File: src/rtl/mipi_csi_tx_pkg.sv
// ---------------------------------------------------------------------------
// mipi_csi_tx_pkg
// Shared definitions for the CSI-2 transmit packet encoder: the encoder
// state enum, sync byte, short/long data-type threshold, CRC-16 constants
// and the 6-bit packet header ECC function.
// No ports (package).
// ---------------------------------------------------------------------------
package mipi_csi_tx_pkg;

  typedef enum logic [2:0] {
    IDLE,
    SYNC,
    HEADER,
    PAYLOAD,
    FOOTER,
    GAP
  } state_e;

  localparam logic [7:0]  SYNC_BYTE      = 8'hB8;
  localparam logic [5:0]  SHORT_DT_LIMIT = 6'h10;

  // x^16+x^12+x^5+1 in bit-reflected form, because the CRC is shifted LSB first
  localparam logic [15:0] CRC_POLY       = 16'h8408;
  localparam logic [15:0] CRC_INIT       = 16'hFFFF;

  // Each parity bit is the XOR of the header bits selected by its mask
  localparam logic [23:0] ECC_MASK_P0 = 24'hF12CB7;
  localparam logic [23:0] ECC_MASK_P1 = 24'hF2555B;
  localparam logic [23:0] ECC_MASK_P2 = 24'h749A6D;
  localparam logic [23:0] ECC_MASK_P3 = 24'hB8E38E;
  localparam logic [23:0] ECC_MASK_P4 = 24'hDF03F0;
  localparam logic [23:0] ECC_MASK_P5 = 24'hEFFC00;

  // Header ECC over {WC, DI}; the two top bits are always zero
  function automatic logic [7:0] ecc24(input logic [23:0] d);
    logic [7:0] e;
    e    = 8'h00;
    e[0] = ^(d & ECC_MASK_P0);
    e[1] = ^(d & ECC_MASK_P1);
    e[2] = ^(d & ECC_MASK_P2);
    e[3] = ^(d & ECC_MASK_P3);
    e[4] = ^(d & ECC_MASK_P4);
    e[5] = ^(d & ECC_MASK_P5);
    return e;
  endfunction

endpackage

File: src/rtl/mipi_csi_tx_crc16_4byte.sv
// ---------------------------------------------------------------------------
// mipi_csi_tx_crc16_4byte
// Running CSI-2 payload CRC-16, absorbing four payload bytes per cycle in
// lane order 0..3, each byte LSB first.
//   clk_i     in   clock, rising edge
//   clear_i   in   synchronous load of the initial value (wins over enable)
//   enable_i  in   absorb data_i this cycle
//   data_i    in   32-bit payload word, lane 0 = [7:0]
//   crc_o     out  current CRC register
// ---------------------------------------------------------------------------
module mipi_csi_tx_crc16_4byte
  import mipi_csi_tx_pkg::*;
(
  input  logic        clk_i,
  input  logic        clear_i,
  input  logic        enable_i,
  input  logic [31:0] data_i,
  output logic [15:0] crc_o
);

  logic [15:0] crc_q;
  logic [15:0] crc_d;

  // Walking data bits 0..31 in order is exactly lane 0..3, LSB first
  always_comb begin
    crc_d = crc_q;
    for (int i = 0; i < 32; i++) begin
      if (crc_d[0] ^ data_i[i]) begin
        crc_d = (crc_d >> 1) ^ CRC_POLY;
      end else begin
        crc_d = crc_d >> 1;
      end
    end
  end

  always_ff @(posedge clk_i) begin
    if (clear_i) begin
      crc_q <= CRC_INIT;
    end else if (enable_i) begin
      crc_q <= crc_d;
    end
  end

  assign crc_o = crc_q;

endmodule

File: src/rtl/mipi_csi_tx_packet_encoder_8b4lane.sv
// ---------------------------------------------------------------------------
// mipi_csi_tx_packet_encoder_8b4lane
// Builds CSI-2 packets for a 4-lane, 8-bit-per-lane PHY: sync word, header
// with ECC, payload words streamed at one word per cycle, CRC footer, then a
// forced idle gap. All outputs come straight from registers.
//   clk_i, reset_i         clock, synchronous active-high reset
//   start_i                packet request, honoured only while ready_o=1
//   virtual_channel_i      VC -> DI[7:6]
//   data_type_i            DT -> DI[5:0]; below 6'h10 is a short packet
//   word_count_i           long payload byte count / short packet data field
//   data_i, data_valid_i   payload word and its valid flag
//   ready_o                idle, start_i accepted
//   data_ready_o           payload word requested this cycle
//   data_o, output_valid_o lane bytes and HS burst active
//   lane_valid_o           per-lane byte valid
//   underrun_o             pulse: a payload slot had no data
//   error_o                pulse: a request was rejected
// ---------------------------------------------------------------------------
module mipi_csi_tx_packet_encoder_8b4lane
  import mipi_csi_tx_pkg::*;
#(
  parameter int GAP_CYCLES = 4
) (
  input  logic        clk_i,
  input  logic        reset_i,
  input  logic        start_i,
  input  logic [1:0]  virtual_channel_i,
  input  logic [5:0]  data_type_i,
  input  logic [15:0] word_count_i,
  input  logic [31:0] data_i,
  input  logic        data_valid_i,
  output logic        ready_o,
  output logic        data_ready_o,
  output logic [31:0] data_o,
  output logic        output_valid_o,
  output logic [3:0]  lane_valid_o,
  output logic        underrun_o,
  output logic        error_o
);

  state_e      state_q, state_d;
  logic [23:0] hdr_q, hdr_d;
  logic        isShort_q, isShort_d;
  logic [13:0] wordsLeft_q, wordsLeft_d;
  logic [7:0]  gapCnt_q, gapCnt_d;

  logic        ready_q, ready_d;
  logic        dataReady_q, dataReady_d;
  logic [31:0] data_q, data_d;
  logic        outValid_q, outValid_d;
  logic [3:0]  laneValid_q, laneValid_d;
  logic        underrun_q, underrun_d;
  logic        error_q, error_d;

  logic [31:0] payloadWord;
  logic [15:0] crc;
  logic        crcClear;
  logic        enterPayload, enterFooter, enterGap;

  // A missing word is replaced by zeros, both on the lanes and in the CRC
  assign payloadWord = data_valid_i ? data_i : 32'h0000_0000;
  assign crcClear    = reset_i || (state_q == IDLE);

  mipi_csi_tx_crc16_4byte u_crc (
    .clk_i    (clk_i),
    .clear_i  (crcClear),
    .enable_i (dataReady_q),
    .data_i   (payloadWord),
    .crc_o    (crc)
  );

  // Next state plus the output values that belong to that next state, so the
  // registered outputs always line up with the registered state.
  // wordsLeft_q counts payload slots still to come after the current cycle.
  always_comb begin
    state_d      = state_q;
    hdr_d        = hdr_q;
    isShort_d    = isShort_q;
    wordsLeft_d  = wordsLeft_q;
    gapCnt_d     = gapCnt_q;
    ready_d      = 1'b0;
    dataReady_d  = 1'b0;
    data_d       = 32'h0000_0000;
    outValid_d   = 1'b0;
    laneValid_d  = 4'h0;
    underrun_d   = 1'b0;
    error_d      = 1'b0;
    enterPayload = 1'b0;
    enterFooter  = 1'b0;
    enterGap     = 1'b0;

    unique case (state_q)
      IDLE: begin
        ready_d = 1'b1;
        if (start_i) begin
          if ((data_type_i >= SHORT_DT_LIMIT) && (word_count_i[1:0] != 2'b00)) begin
            error_d = 1'b1;
          end else begin
            state_d     = SYNC;
            hdr_d       = {word_count_i, virtual_channel_i, data_type_i};
            isShort_d   = (data_type_i < SHORT_DT_LIMIT);
            wordsLeft_d = word_count_i[15:2];
            ready_d     = 1'b0;
            data_d      = {4{SYNC_BYTE}};
            outValid_d  = 1'b1;
            laneValid_d = 4'hF;
          end
        end
      end
      SYNC: begin
        state_d     = HEADER;
        data_d      = {ecc24(hdr_q), hdr_q};
        outValid_d  = 1'b1;
        laneValid_d = 4'hF;
        dataReady_d = !isShort_q && (wordsLeft_q != 14'd0);
      end
      HEADER: begin
        if (isShort_q) begin
          enterGap = 1'b1;
        end else if (wordsLeft_q == 14'd0) begin
          enterFooter = 1'b1;
        end else begin
          enterPayload = 1'b1;
        end
      end
      PAYLOAD: begin
        if (wordsLeft_q == 14'd0) begin
          enterFooter = 1'b1;
        end else begin
          enterPayload = 1'b1;
        end
      end
      FOOTER: begin
        enterGap = 1'b1;
      end
      GAP: begin
        if (gapCnt_q == 8'd0) begin
          state_d = IDLE;
          ready_d = 1'b1;
        end else begin
          gapCnt_d = gapCnt_q - 8'd1;
        end
      end
      default: begin
        state_d = IDLE;
        ready_d = 1'b1;
      end
    endcase

    if (enterPayload) begin
      state_d     = PAYLOAD;
      data_d      = payloadWord;
      underrun_d  = !data_valid_i;
      outValid_d  = 1'b1;
      laneValid_d = 4'hF;
      wordsLeft_d = wordsLeft_q - 14'd1;
      dataReady_d = (wordsLeft_q != 14'd1);
    end
    if (enterFooter) begin
      state_d     = FOOTER;
      data_d      = {16'h0000, crc};
      outValid_d  = 1'b1;
      laneValid_d = 4'b0011;
    end
    if (enterGap) begin
      state_d  = GAP;
      gapCnt_d = 8'(GAP_CYCLES - 1);
    end
  end

  // State, latched header fields, counters and every output register
  always_ff @(posedge clk_i) begin
    if (reset_i) begin
      state_q     <= IDLE;
      hdr_q       <= 24'h000000;
      isShort_q   <= 1'b0;
      wordsLeft_q <= 14'd0;
      gapCnt_q    <= 8'd0;
      ready_q     <= 1'b1;
      dataReady_q <= 1'b0;
      data_q      <= 32'h0000_0000;
      outValid_q  <= 1'b0;
      laneValid_q <= 4'h0;
      underrun_q  <= 1'b0;
      error_q     <= 1'b0;
    end else begin
      state_q     <= state_d;
      hdr_q       <= hdr_d;
      isShort_q   <= isShort_d;
      wordsLeft_q <= wordsLeft_d;
      gapCnt_q    <= gapCnt_d;
      ready_q     <= ready_d;
      dataReady_q <= dataReady_d;
      data_q      <= data_d;
      outValid_q  <= outValid_d;
      laneValid_q <= laneValid_d;
      underrun_q  <= underrun_d;
      error_q     <= error_d;
    end
  end

  assign ready_o        = ready_q;
  assign data_ready_o   = dataReady_q;
  assign data_o         = data_q;
  assign output_valid_o = outValid_q;
  assign lane_valid_o   = laneValid_q;
  assign underrun_o     = underrun_q;
  assign error_o        = error_q;

endmodule

File: config.mk
export PLATFORM = sky130hd
export DESIGN_NAME = mipi_csi_tx_packet_encoder_8b4lane
export DESIGN_NICKNAME = d
export VERILOG_FILES = /design/src/rtl/mipi_csi_tx_pkg.sv /design/src/rtl/mipi_csi_tx_crc16_4byte.sv /design/src/rtl/mipi_csi_tx_packet_encoder_8b4lane.sv
export SDC_FILE = /design/constraint.sdc
export NUM_CORES = 1
export LEC_CHECK = 0
export ABC_AREA = 1
export CORE_AREA = 2 2 93 131
export DETAILED_ROUTE_END_ITERATION = 16
export DIE_AREA = 0 0 95 133
export PLACE_DENSITY = 0.86
export SYNTH_ARGS = -nofsm -noshare
export SYNTH_HDL_FRONTEND = slang
export SYNTH_SLANG_ARGS = --single-unit
File: constraint.sdc
create_clock -name clk_i -period 5.8 [get_ports clk_i]
set_input_delay 0.87 -clock clk_i [delete_from_list [all_inputs] [get_ports clk_i]]
set_output_delay 0.87 -clock clk_i [all_outputs]
set_load 0.01 [all_outputs]
==> report_table.html, run 1 <==
<table>
<tr><th>Metric</th><th>Value</th></tr>
<tr><th colspan="2">GRT</th></tr>
<tr><td>Maximum number of pins on one net before global-route repair</td><td>56</td></tr>
<tr><td>Total congestion overflow after global routing</td><td>0</td></tr>
<tr><td>Vias in the first global route</td><td>6384</td></tr>
<tr><td>Global routing usage summed across all routing layers</td><td>0.323</td></tr>
<tr><td>Antenna violations before repair</td><td>0</td></tr>
<tr><td>Wire length of the first global-routing pass</td><td>31.6 mm</td></tr>
<tr><th colspan="2">STA</th></tr>
<tr><td>Setup violators final</td><td>0</td></tr>
<tr><td>Setup TNS</td><td>0 ps</td></tr>
<tr><td>Pins over their slew limit</td><td>0</td></tr>
<tr><td>Clock Skew</td><td>13.9 ps</td></tr>
<tr><td>Worst slew pin tran</td><td>999 ps</td></tr>
<tr><td>Worst hold slack</td><td>469 ps</td></tr>
<tr><td>Highest achievable clock rate</td><td>274 MHz</td></tr>
<tr><td>Unrepaired setup endpoints after global routing</td><td>false</td></tr>
<tr><td>Final Hold Violating Endpoints</td><td>0</td></tr>
<tr><td>Share of the clock period used by the worst path</td><td>0.630</td></tr>
<tr><td>Max-slew headroom at the worst pin</td><td>0.334</td></tr>
<tr><td>Min setup slack post-route</td><td>2140 ps</td></tr>
<tr><td>Final min period</td><td>3660 ps</td></tr>
<tr><th colspan="2">Drt</th></tr>
<tr><td>Remaining design rule violation count</td><td>0</td></tr>
<tr><td>Detailed-route wire length</td><td>20.2 mm</td></tr>
<tr><td>Avg WL per Cell</td><td>16.4 µm</td></tr>
<tr><td>Routed Antenna Nets</td><td>0</td></tr>
<tr><td>DR pass1 iterations</td><td>5</td></tr>
<tr><td>Iter 0 DRT Violations</td><td>596</td></tr>
<tr><td>Detailed-route vias per instance</td><td>5.63</td></tr>
<tr><td>Detailed-route via count</td><td>6926</td></tr>
<tr><th colspan="2">Clock network</th></tr>
<tr><td>Clock edge transition at the registers on the reported setup and hold paths</td><td>80 ps</td></tr>
<tr><td>Latest clock arrival within the worst-skew pair</td><td>360 ps</td></tr>
<tr><td>Number of post-CTS setup repair buffers</td><td>0</td></tr>
<tr><td>Number of H-tree levels</td><td>3</td></tr>
<tr><td>Number of buffers added by the clock tree synthesis step</td><td>9</td></tr>
<tr><td>Sink count of the clock tree</td><td>104</td></tr>
<tr><td>Hold bufs inserted after CTS</td><td>0</td></tr>
<tr><td>Cell at the root of the clock tree</td><td>clkbuf_16</td></tr>
<tr><td>Clock tree from TritonCTS</td><td>done</td></tr>
<tr><td>Maximum root-to-sink buffer count</td><td>2</td></tr>
<tr><td>CTS-repair resized insts</td><td>0</td></tr>
<tr><th colspan="2">Yosys</th></tr>
<tr><td>Area fraction of the dominant cell type after synthesis</td><td>0.307</td></tr>
<tr><td>Post-synth top cells</td><td>nand2_1 (242), inv_1 (108), nand3_1 (105), dfxtp_1 (104), a21oi_1 (61)</td></tr>
<tr><td>Total of warnings raised by yosys</td><td>0</td></tr>
<tr><td>Mean instance size in the synthesized netlist</td><td>6.79 µm²</td></tr>
<tr><td>Synth Instances</td><td>997</td></tr>
<tr><td>Most used flip-flop cell after synthesis</td><td>dfxtp_1</td></tr>
<tr><td>Seq cells post-synth</td><td>104</td></tr>
<tr><td>Post-synthesis cell area</td><td>6770 µm²</td></tr>
<tr><td>Synth top area cells</td><td>dfxtp_1 (31%), nand2_1 (13%), nand3_1 (7.8%), inv_1 (6.0%), xor2_1 (5.2%)</td></tr>
<tr><td>Number of nets produced by synthesis</td><td>1062</td></tr>
<tr><td>Count of cell types in the netlist</td><td>41</td></tr>
<tr><td>Sequential area share after synthesis</td><td>0.307</td></tr>
<tr><td>Cell with the most instances after synthesis</td><td>nand2_1</td></tr>
<tr><td>Number of enable flip-flop cells after synthesis</td><td>0</td></tr>
<tr><td>Synth area leader</td><td>dfxtp_1</td></tr>
<tr><td>Fraction of registers with async set/reset</td><td>0</td></tr>
<tr><th colspan="2">Placement</th></tr>
<tr><td>Placed Instances</td><td>1214</td></tr>
<tr><td>Setup Slack @ Placement</td><td>1890 ps</td></tr>
<tr><td>RePlAce Congestion</td><td>1.00</td></tr>
<tr><td>Final HPWL DP</td><td>15.8 mm</td></tr>
<tr><td>Number of buffers added on ports</td><td>100</td></tr>
<tr><td>Placement Cell Area</td><td>7820 µm²</td></tr>
<tr><th colspan="2">Setup path</th></tr>
<tr><td>Source of the worst register-to-register timing path</td><td>wordsLeft_q[4]</td></tr>
<tr><td>R2r setup slk</td><td>2570 ps</td></tr>
<tr><td>Crit path capture</td><td>u_crc.crc_o[10]</td></tr>
<tr><td>Cell family contributing the most delay on the critical path</td><td>simple AND/OR/NAND/NOR gates</td></tr>
<tr><td>Critical Path Sink Type</td><td>flip-flop</td></tr>
<tr><td>Most used cell, CP</td><td>nand2_1</td></tr>
<tr><td>Setup crit start kind</td><td>input port</td></tr>
<tr><td>Number of buffers and inverters on the critical path</td><td>2</td></tr>
<tr><td>Cell-by-cell trace of the critical path</td><td>buf_2 &gt; nand2_1 &gt; nand2_1 &gt; nand2_1 &gt; nand2_1 &gt; nand2_1 &gt; nand3_1 &gt; nand2_1 &gt; inv_1 &gt; nand3_2 &gt; nand2_1 &gt; nand2_1 &gt; nand2_1 &gt; nand3_1 &gt; nand2_2 &gt; nand2_2 &gt; nand2_2 &gt; nand2_1 &gt; nand3_1 &gt; nand2_1</td></tr>
<tr><td>Largest stage delay, worst path</td><td>740 ps</td></tr>
<tr><td>Stages on worst setup path</td><td>20</td></tr>
<tr><td>R2r endpoint</td><td>data_o[27]</td></tr>
<tr><td>Length in cells of the worst reg-to-reg path</td><td>14</td></tr>
<tr><td>Max stage delay cell, worst path</td><td>buf_2</td></tr>
<tr><td>Arrival time reported for the critical path endpoint</td><td>3900 ps</td></tr>
<tr><td>Crit path launch</td><td>data_valid_i</td></tr>
<tr><td>Maximum fanout encountered on the critical timing path</td><td>55</td></tr>
<tr><td>Required @ worst endpoint</td><td>6050 ps</td></tr>
<tr><td>Critical path class</td><td>input port to flip-flop</td></tr>
<tr><th colspan="2">Layout</th></tr>
<tr><td>Final instance count without filler cells</td><td>1230</td></tr>
<tr><td>Number of antenna cells inserted</td><td>0</td></tr>
<tr><td>Utilization after layout</td><td>0.702</td></tr>
<tr><td>Final cell area excluding filler cells</td><td>8130 µm²</td></tr>
<tr><td>Share of layout cells above drive strength 1</td><td>0.102</td></tr>
<tr><td>Filler cell count</td><td>965</td></tr>
<tr><td>Nets</td><td>1143</td></tr>
<tr><td>Relative area change from synthesis to final layout</td><td>20.0%</td></tr>
<tr><th colspan="2">Die</th></tr>
<tr><td>Site Rows</td><td>47</td></tr>
<tr><td>Chip height</td><td>133 µm</td></tr>
<tr><td>Total Die Area</td><td>12600 µm²</td></tr>
<tr><td>Core Area</td><td>11600 µm²</td></tr>
<tr><td>Width of the die</td><td>95 µm</td></tr>
<tr><td>I/O pin cnt</td><td>101</td></tr>
<tr><td>Initial Utilization</td><td>0.585</td></tr>
<tr><th colspan="2">Power and ir drop</th></tr>
<tr><td>Power density normalized to cell area</td><td>503 nW/µm²</td></tr>
<tr><td>Max IR drop VDD</td><td>321 µV</td></tr>
<tr><td>Static leakage</td><td>3.71 nW</td></tr>
<tr><td>Sum of internal, switching and leakage power</td><td>4.09 mW</td></tr>
<tr><th colspan="2">Run status</th></tr>
<tr><td>Result of the run</td><td>complete, no violations</td></tr>
<tr><th colspan="2">Job</th></tr>
<tr><td>Maxcap violations</td><td>0</td></tr>
<tr><th colspan="2">Min path</th></tr>
<tr><td>HP Class</td><td>flip-flop to flip-flop</td></tr>
</table>
[cells in the final DEF, fill, tap and decap left out, types with 6 or more instances in the layout]
master / netlist / routed
nand2_1: 242 / 242
inv_1: 108 / 108
nand3_1: 105 / 105
dfxtp_1: 104 / 104
clkdlybuf4s50_1: 0 / 99
a21oi_1: 61 / 61
nor2_1: 52 / 51
o21ai_0: 45 / 45
nand2_2: 44 / 44
xor2_1: 40 / 40
xnor2_1: 38 / 38
nand2_4: 13 / 13
a31oi_1: 12 / 12
o22ai_1: 10 / 10
nand3_2: 9 / 9
clkbuf_16: 0 / 9
inv_2: 8 / 8
nor3_1: 8 / 7
nand4_1: 6 / 6
a221oi_1: 6 / 6
o21ai_1: 6 / 6
buf_4: 3 / 6
[metal layers]
layer  routed length [µm]  GRT usage  vias to the layer above
met1                 7230      0.363                     3166
met2                10600      0.574                      294
li1                     -          -                     3396
met4                 1160      0.175                        0
met3                 1230     0.0461                       70
met5                    0          0                        -
[worst register-to-register path, delay by kind of cell, from the launching register on]
kind / cells / cell delay, ps
AND/OR/NAND/NOR: 8 / 1780
buffers and inverters: 6 / 1020
flip-flops: 1 / 330
[sequential cells by signal (all words and copies together), names as in the netlist, 2 cells and up]
signal / count
data_o: 32
hdr_q: 24
u_crc.crc_o: 16
wordsLeft_q: 14
gapCnt_q: 8
state_q: 3
lane_valid_o: 2
[power breakdown]
| part | switching, mW | total, mW | internal (mW) |
|---|---|---|---|
| Clock | 0.303 | 0.619 | 0.316 |
| Combinational | 1.55 | 2.44 | 0.893 |
| Sequential | 0.145 | 1.03 | 0.883 |
| Total | 1.99 | 4.09 | 2.09 |
[how the worst min path moves through the flow]
stage / startpoint / endpoint / slack, ps / depth (start not counted)
floorplan: wordsLeft_q[0] / wordsLeft_q[0] / 430 / 1
global placement: wordsLeft_q[13] / wordsLeft_q[13] / 450 / 2
detailed placement: wordsLeft_q[13] / wordsLeft_q[13] / 460 / 2
CTS: wordsLeft_q[13] / wordsLeft_q[13] / 470 / 2
global route: wordsLeft_q[0] / wordsLeft_q[0] / 510 / 1
finish: wordsLeft_q[13] / wordsLeft_q[13] / 470 / 2
[logic make-up after synthesis]
| family | share of synthesized area |
|---|---|
| and+or+nand+nor | 0.348 |
| AOI/OAI and AO/OA | 0.134 |
| buffers and inverters | 0.0935 |
| DFF | 0.307 |
| xor gates and xnor gates | 0.108 |
| adders and majority gates | 0.00924 |
[layout make-up]
| cell class | count | area, µm² | share of cell area |
|---|---|---|---|
| Clock buffer | 10 | 239 | 0.0294 |
| Clock inverter | 6 | 67.6 | 0.00831 |
| Inverter | 120 | 450 | 0.0554 |
| Multi-Input combinational cell | 737 | 4070 | 0.500 |
| Sequential cell | 104 | 2080 | 0.256 |
| Tap cell | 147 | 184 | 0.0226 |
| Timing Repair Buffer | 106 | 1040 | 0.128 |
No activity file was read; power rests on OpenSTA's default activity.
==> run 2: changes to the inputs <==
CORE_AREA = 2 2 97 137   (was 2 2 93 131)
DIE_AREA = 0 0 99 139   (was 0 0 95 133)
PLACE_DENSITY = 0.8   (was 0.86)
clock period = 3.4 ns   (was 5.8 ns; I/O delays follow)
==> report_table.html, run 2 (same netlist as run 1, synthesis figures left out) <==
<table>
<tr><th>Metric</th><th>Value</th></tr>
<tr><th colspan="2">Drt</th></tr>
<tr><td>DR pass1 iterations</td><td>6 (+1)</td></tr>
<tr><td>Detailed-route vias per instance</td><td>5.55 (-1.5%)</td></tr>
<tr><td>Avg WL per Cell</td><td>16.6 µm (+1.3%)</td></tr>
<tr><td>Remaining design rule violation count</td><td>0 (unchanged)</td></tr>
<tr><td>Detailed-route wire length</td><td>20.7 mm (+2.4%)</td></tr>
<tr><td>Detailed-route via count</td><td>6898 (-0.40%)</td></tr>
<tr><td>Routed Antenna Nets</td><td>0 (unchanged)</td></tr>
<tr><td>Iter 0 DRT Violations</td><td>442 (-26%)</td></tr>
<tr><th colspan="2">Run status</th></tr>
<tr><td>Result of the run</td><td>complete, no violations</td></tr>
<tr><th colspan="2">Setup path</th></tr>
<tr><td>Max stage delay cell, worst path</td><td>clkdlybuf4s50_1</td></tr>
<tr><td>Setup crit start kind</td><td>input port</td></tr>
<tr><td>Required @ worst endpoint</td><td>3650 ps (-2400 ps)</td></tr>
<tr><td>Maximum fanout encountered on the critical timing path</td><td>6 (-89%)</td></tr>
<tr><td>Most used cell, CP</td><td>nand2_1</td></tr>
<tr><td>Largest stage delay, worst path</td><td>540 ps (-200 ps)</td></tr>
<tr><td>Critical path class</td><td>input port to flip-flop</td></tr>
<tr><td>Number of buffers and inverters on the critical path</td><td>1 (-1)</td></tr>
<tr><td>Cell family contributing the most delay on the critical path</td><td>simple AND/OR/NAND/NOR gates</td></tr>
<tr><td>Cell-by-cell trace of the critical path</td><td>clkdlybuf4s50_1 &gt; nand2_1 &gt; nand2_1 &gt; nand2_1 &gt; nand2_2 &gt; nand2_4 &gt; nand2_4 &gt; nand2_4 &gt; nand2_4 &gt; nand2_2 &gt; nand2_1 &gt; nand3_2 &gt; nand2_2 &gt; nand2_1 &gt; nand2_1 &gt; nand2_1 &gt; nand2_1 &gt; nand3_1 &gt; nand3_1 &gt; nand2_1</td></tr>
<tr><td>Critical Path Sink Type</td><td>flip-flop</td></tr>
<tr><td>Arrival time reported for the critical path endpoint</td><td>3070 ps (-830 ps)</td></tr>
<tr><th colspan="2">STA</th></tr>
<tr><td>Highest achievable clock rate</td><td>354 MHz</td></tr>
<tr><td>Worst slew pin tran</td><td>717 ps (-282 ps)</td></tr>
<tr><td>Unrepaired setup endpoints after global routing</td><td>false</td></tr>
<tr><td>Share of the clock period used by the worst path</td><td>0.831</td></tr>
<tr><td>Pins over their slew limit</td><td>0 (unchanged)</td></tr>
<tr><td>Setup violators final</td><td>0 (unchanged)</td></tr>
<tr><td>Clock Skew</td><td>12.6 ps (-1.29 ps)</td></tr>
<tr><td>Final min period</td><td>2820 ps</td></tr>
<tr><td>Final Hold Violating Endpoints</td><td>0 (unchanged)</td></tr>
<tr><td>Setup TNS</td><td>0 ps (unchanged)</td></tr>
<tr><td>Max-slew headroom at the worst pin</td><td>0.520 (+0.186)</td></tr>
<tr><th colspan="2">Die</th></tr>
<tr><td>Site Rows</td><td>49 (+4.3%)</td></tr>
<tr><td>Core Area</td><td>12600 µm² (+8.5%)</td></tr>
<tr><td>Width of the die</td><td>99 µm (+4.2%)</td></tr>
<tr><td>Total Die Area</td><td>13800 µm² (+8.9%)</td></tr>
<tr><td>Initial Utilization</td><td>0.539 (-0.0457)</td></tr>
<tr><td>Chip height</td><td>139 µm (+4.5%)</td></tr>
<tr><td>I/O pin cnt</td><td>101 (unchanged)</td></tr>
<tr><th colspan="2">Job</th></tr>
<tr><td>Maxcap violations</td><td>0 (unchanged)</td></tr>
<tr><th colspan="2">Clock network</th></tr>
<tr><td>Hold bufs inserted after CTS</td><td>0 (unchanged)</td></tr>
<tr><td>Number of H-tree levels</td><td>3 (unchanged)</td></tr>
<tr><td>Clock edge transition at the registers on the reported setup and hold paths</td><td>70 ps (about the same)</td></tr>
<tr><td>Cell at the root of the clock tree</td><td>clkbuf_16</td></tr>
<tr><td>Clock tree from TritonCTS</td><td>done</td></tr>
<tr><td>Number of buffers added by the clock tree synthesis step</td><td>9 (unchanged)</td></tr>
<tr><td>Latest clock arrival within the worst-skew pair</td><td>360 ps (about the same)</td></tr>
<tr><td>Number of post-CTS setup repair buffers</td><td>0 (unchanged)</td></tr>
<tr><td>Maximum root-to-sink buffer count</td><td>2 (unchanged)</td></tr>
<tr><td>CTS-repair resized insts</td><td>0 (unchanged)</td></tr>
<tr><td>Sink count of the clock tree</td><td>104 (unchanged)</td></tr>
<tr><th colspan="2">Placement</th></tr>
<tr><td>RePlAce Congestion</td><td>0.997 (-0.24%)</td></tr>
<tr><td>Placed Instances</td><td>1228 (+1.2%)</td></tr>
<tr><td>Placement Cell Area</td><td>7900 µm² (+1.0%)</td></tr>
<tr><td>Number of buffers added on ports</td><td>100 (unchanged)</td></tr>
<tr><td>Final HPWL DP</td><td>16.0 mm (+1.6%)</td></tr>
<tr><th colspan="2">GRT</th></tr>
<tr><td>Wire length of the first global-routing pass</td><td>32.9 mm (+3.9%)</td></tr>
<tr><td>Maximum number of pins on one net before global-route repair</td><td>56 (unchanged)</td></tr>
<tr><td>Antenna violations before repair</td><td>1 (+1)</td></tr>
<tr><td>Total congestion overflow after global routing</td><td>0 (unchanged)</td></tr>
<tr><td>Global routing usage summed across all routing layers</td><td>0.301 (-0.0217)</td></tr>
<tr><td>Vias in the first global route</td><td>6525 (+2.2%)</td></tr>
<tr><th colspan="2">Layout</th></tr>
<tr><td>Most common cell after layout, fill and taps aside</td><td>nand2_1</td></tr>
<tr><td>Final instance count without filler cells</td><td>1244 (+1.1%)</td></tr>
<tr><td>Final cell area excluding filler cells</td><td>8220 µm² (+1.1%)</td></tr>
<tr><td>Relative area change from synthesis to final layout</td><td>21.3%</td></tr>
<tr><td>Max reg flops</td><td>32 (unchanged)</td></tr>
<tr><td>Utilization after layout</td><td>0.654 (-0.0480)</td></tr>
<tr><td>Share of layout cells above drive strength 1</td><td>0.108 (+0.00659)</td></tr>
<tr><td>Commonest cells after routing, fill and taps aside</td><td>nand2_1 (242), inv_1 (108), nand3_1 (105)</td></tr>
<tr><td>Nets</td><td>1151 (+0.70%)</td></tr>
<tr><td>Number of antenna cells inserted</td><td>0 (unchanged)</td></tr>
<tr><th colspan="2">Power and ir drop</th></tr>
<tr><td>Max IR drop VDD</td><td>576 µV (+79%)</td></tr>
<tr><td>Static leakage</td><td>3.76 nW (+1.2%)</td></tr>
<tr><td>Power density normalized to cell area</td><td>860 nW/µm² (+71%)</td></tr>
<tr><th colspan="2">Min path</th></tr>
<tr><td>HP Class</td><td>flip-flop to flip-flop</td></tr>
</table>
-- run 2: stage by stage --
stage	total power, mW	hold WS [ps]	setup slack [ps]
detailed placement	5.92	465	286
CTS	7.04	477	632
global route	7.58	510	343
finish	7.07	473	576
global placement	5.88	454	296
floorplan	4.71	434	1110
-- run 2: path summary, 6_finish.rpt --
check / slack [ps] / start / to / cells after the start
worst max-delay path: 580 / data_i[0] / u_crc.crc_o[3] / 20
worst min-delay path: 470 / wordsLeft_q[13] / wordsLeft_q[13] / 2
worst max register to register: 880 / u_crc.crc_o[0] / u_crc.crc_o[3] / 19
worst min register to register: 470 / wordsLeft_q[13] / wordsLeft_q[13] / 2
-- run 2: metal layers --
| layer | global-route usage | wire length (µm) | up-vias |
|---|---|---|---|
| met5 | 0 | 0 | - |
| met2 | 0.522 | 10400 | 281 |
| li1 | - | - | 3410 |
| met1 | 0.343 | 7650 | 3130 |
| met4 | 0.187 | 1370 | 0 |
| met3 | 0.0423 | 1240 | 77 |
-- run 2: area by class of cell --
cell class	count	area, µm²
well taps	153	191
inverters	120	450
clock inverters	7	87.6
fillers	1157	4350
flip-flops and latches	104	2080
clock buffers	9	225
multi-input cells	737	4070
repair buffers	114	1110
-- run 2: power by group --
| part | total, mW | internal [mW] | leakage [nW] | switching (mW) |
|---|---|---|---|---|
| sequential | 1.73 | 1.51 | 0.847 | 0.220 |
| clock | 1.11 | 0.588 | 0.151 | 0.521 |
| combinational | 4.23 | 1.56 | 2.76 | 2.68 |
| total | 7.07 | 3.65 | 3.76 | 3.42 |
-- run 2: worst min-delay path, stage by stage (launching register included) --
cell and delay [ps]:
dfxtp_1 310, nand2_1 60, a21oi_1 60
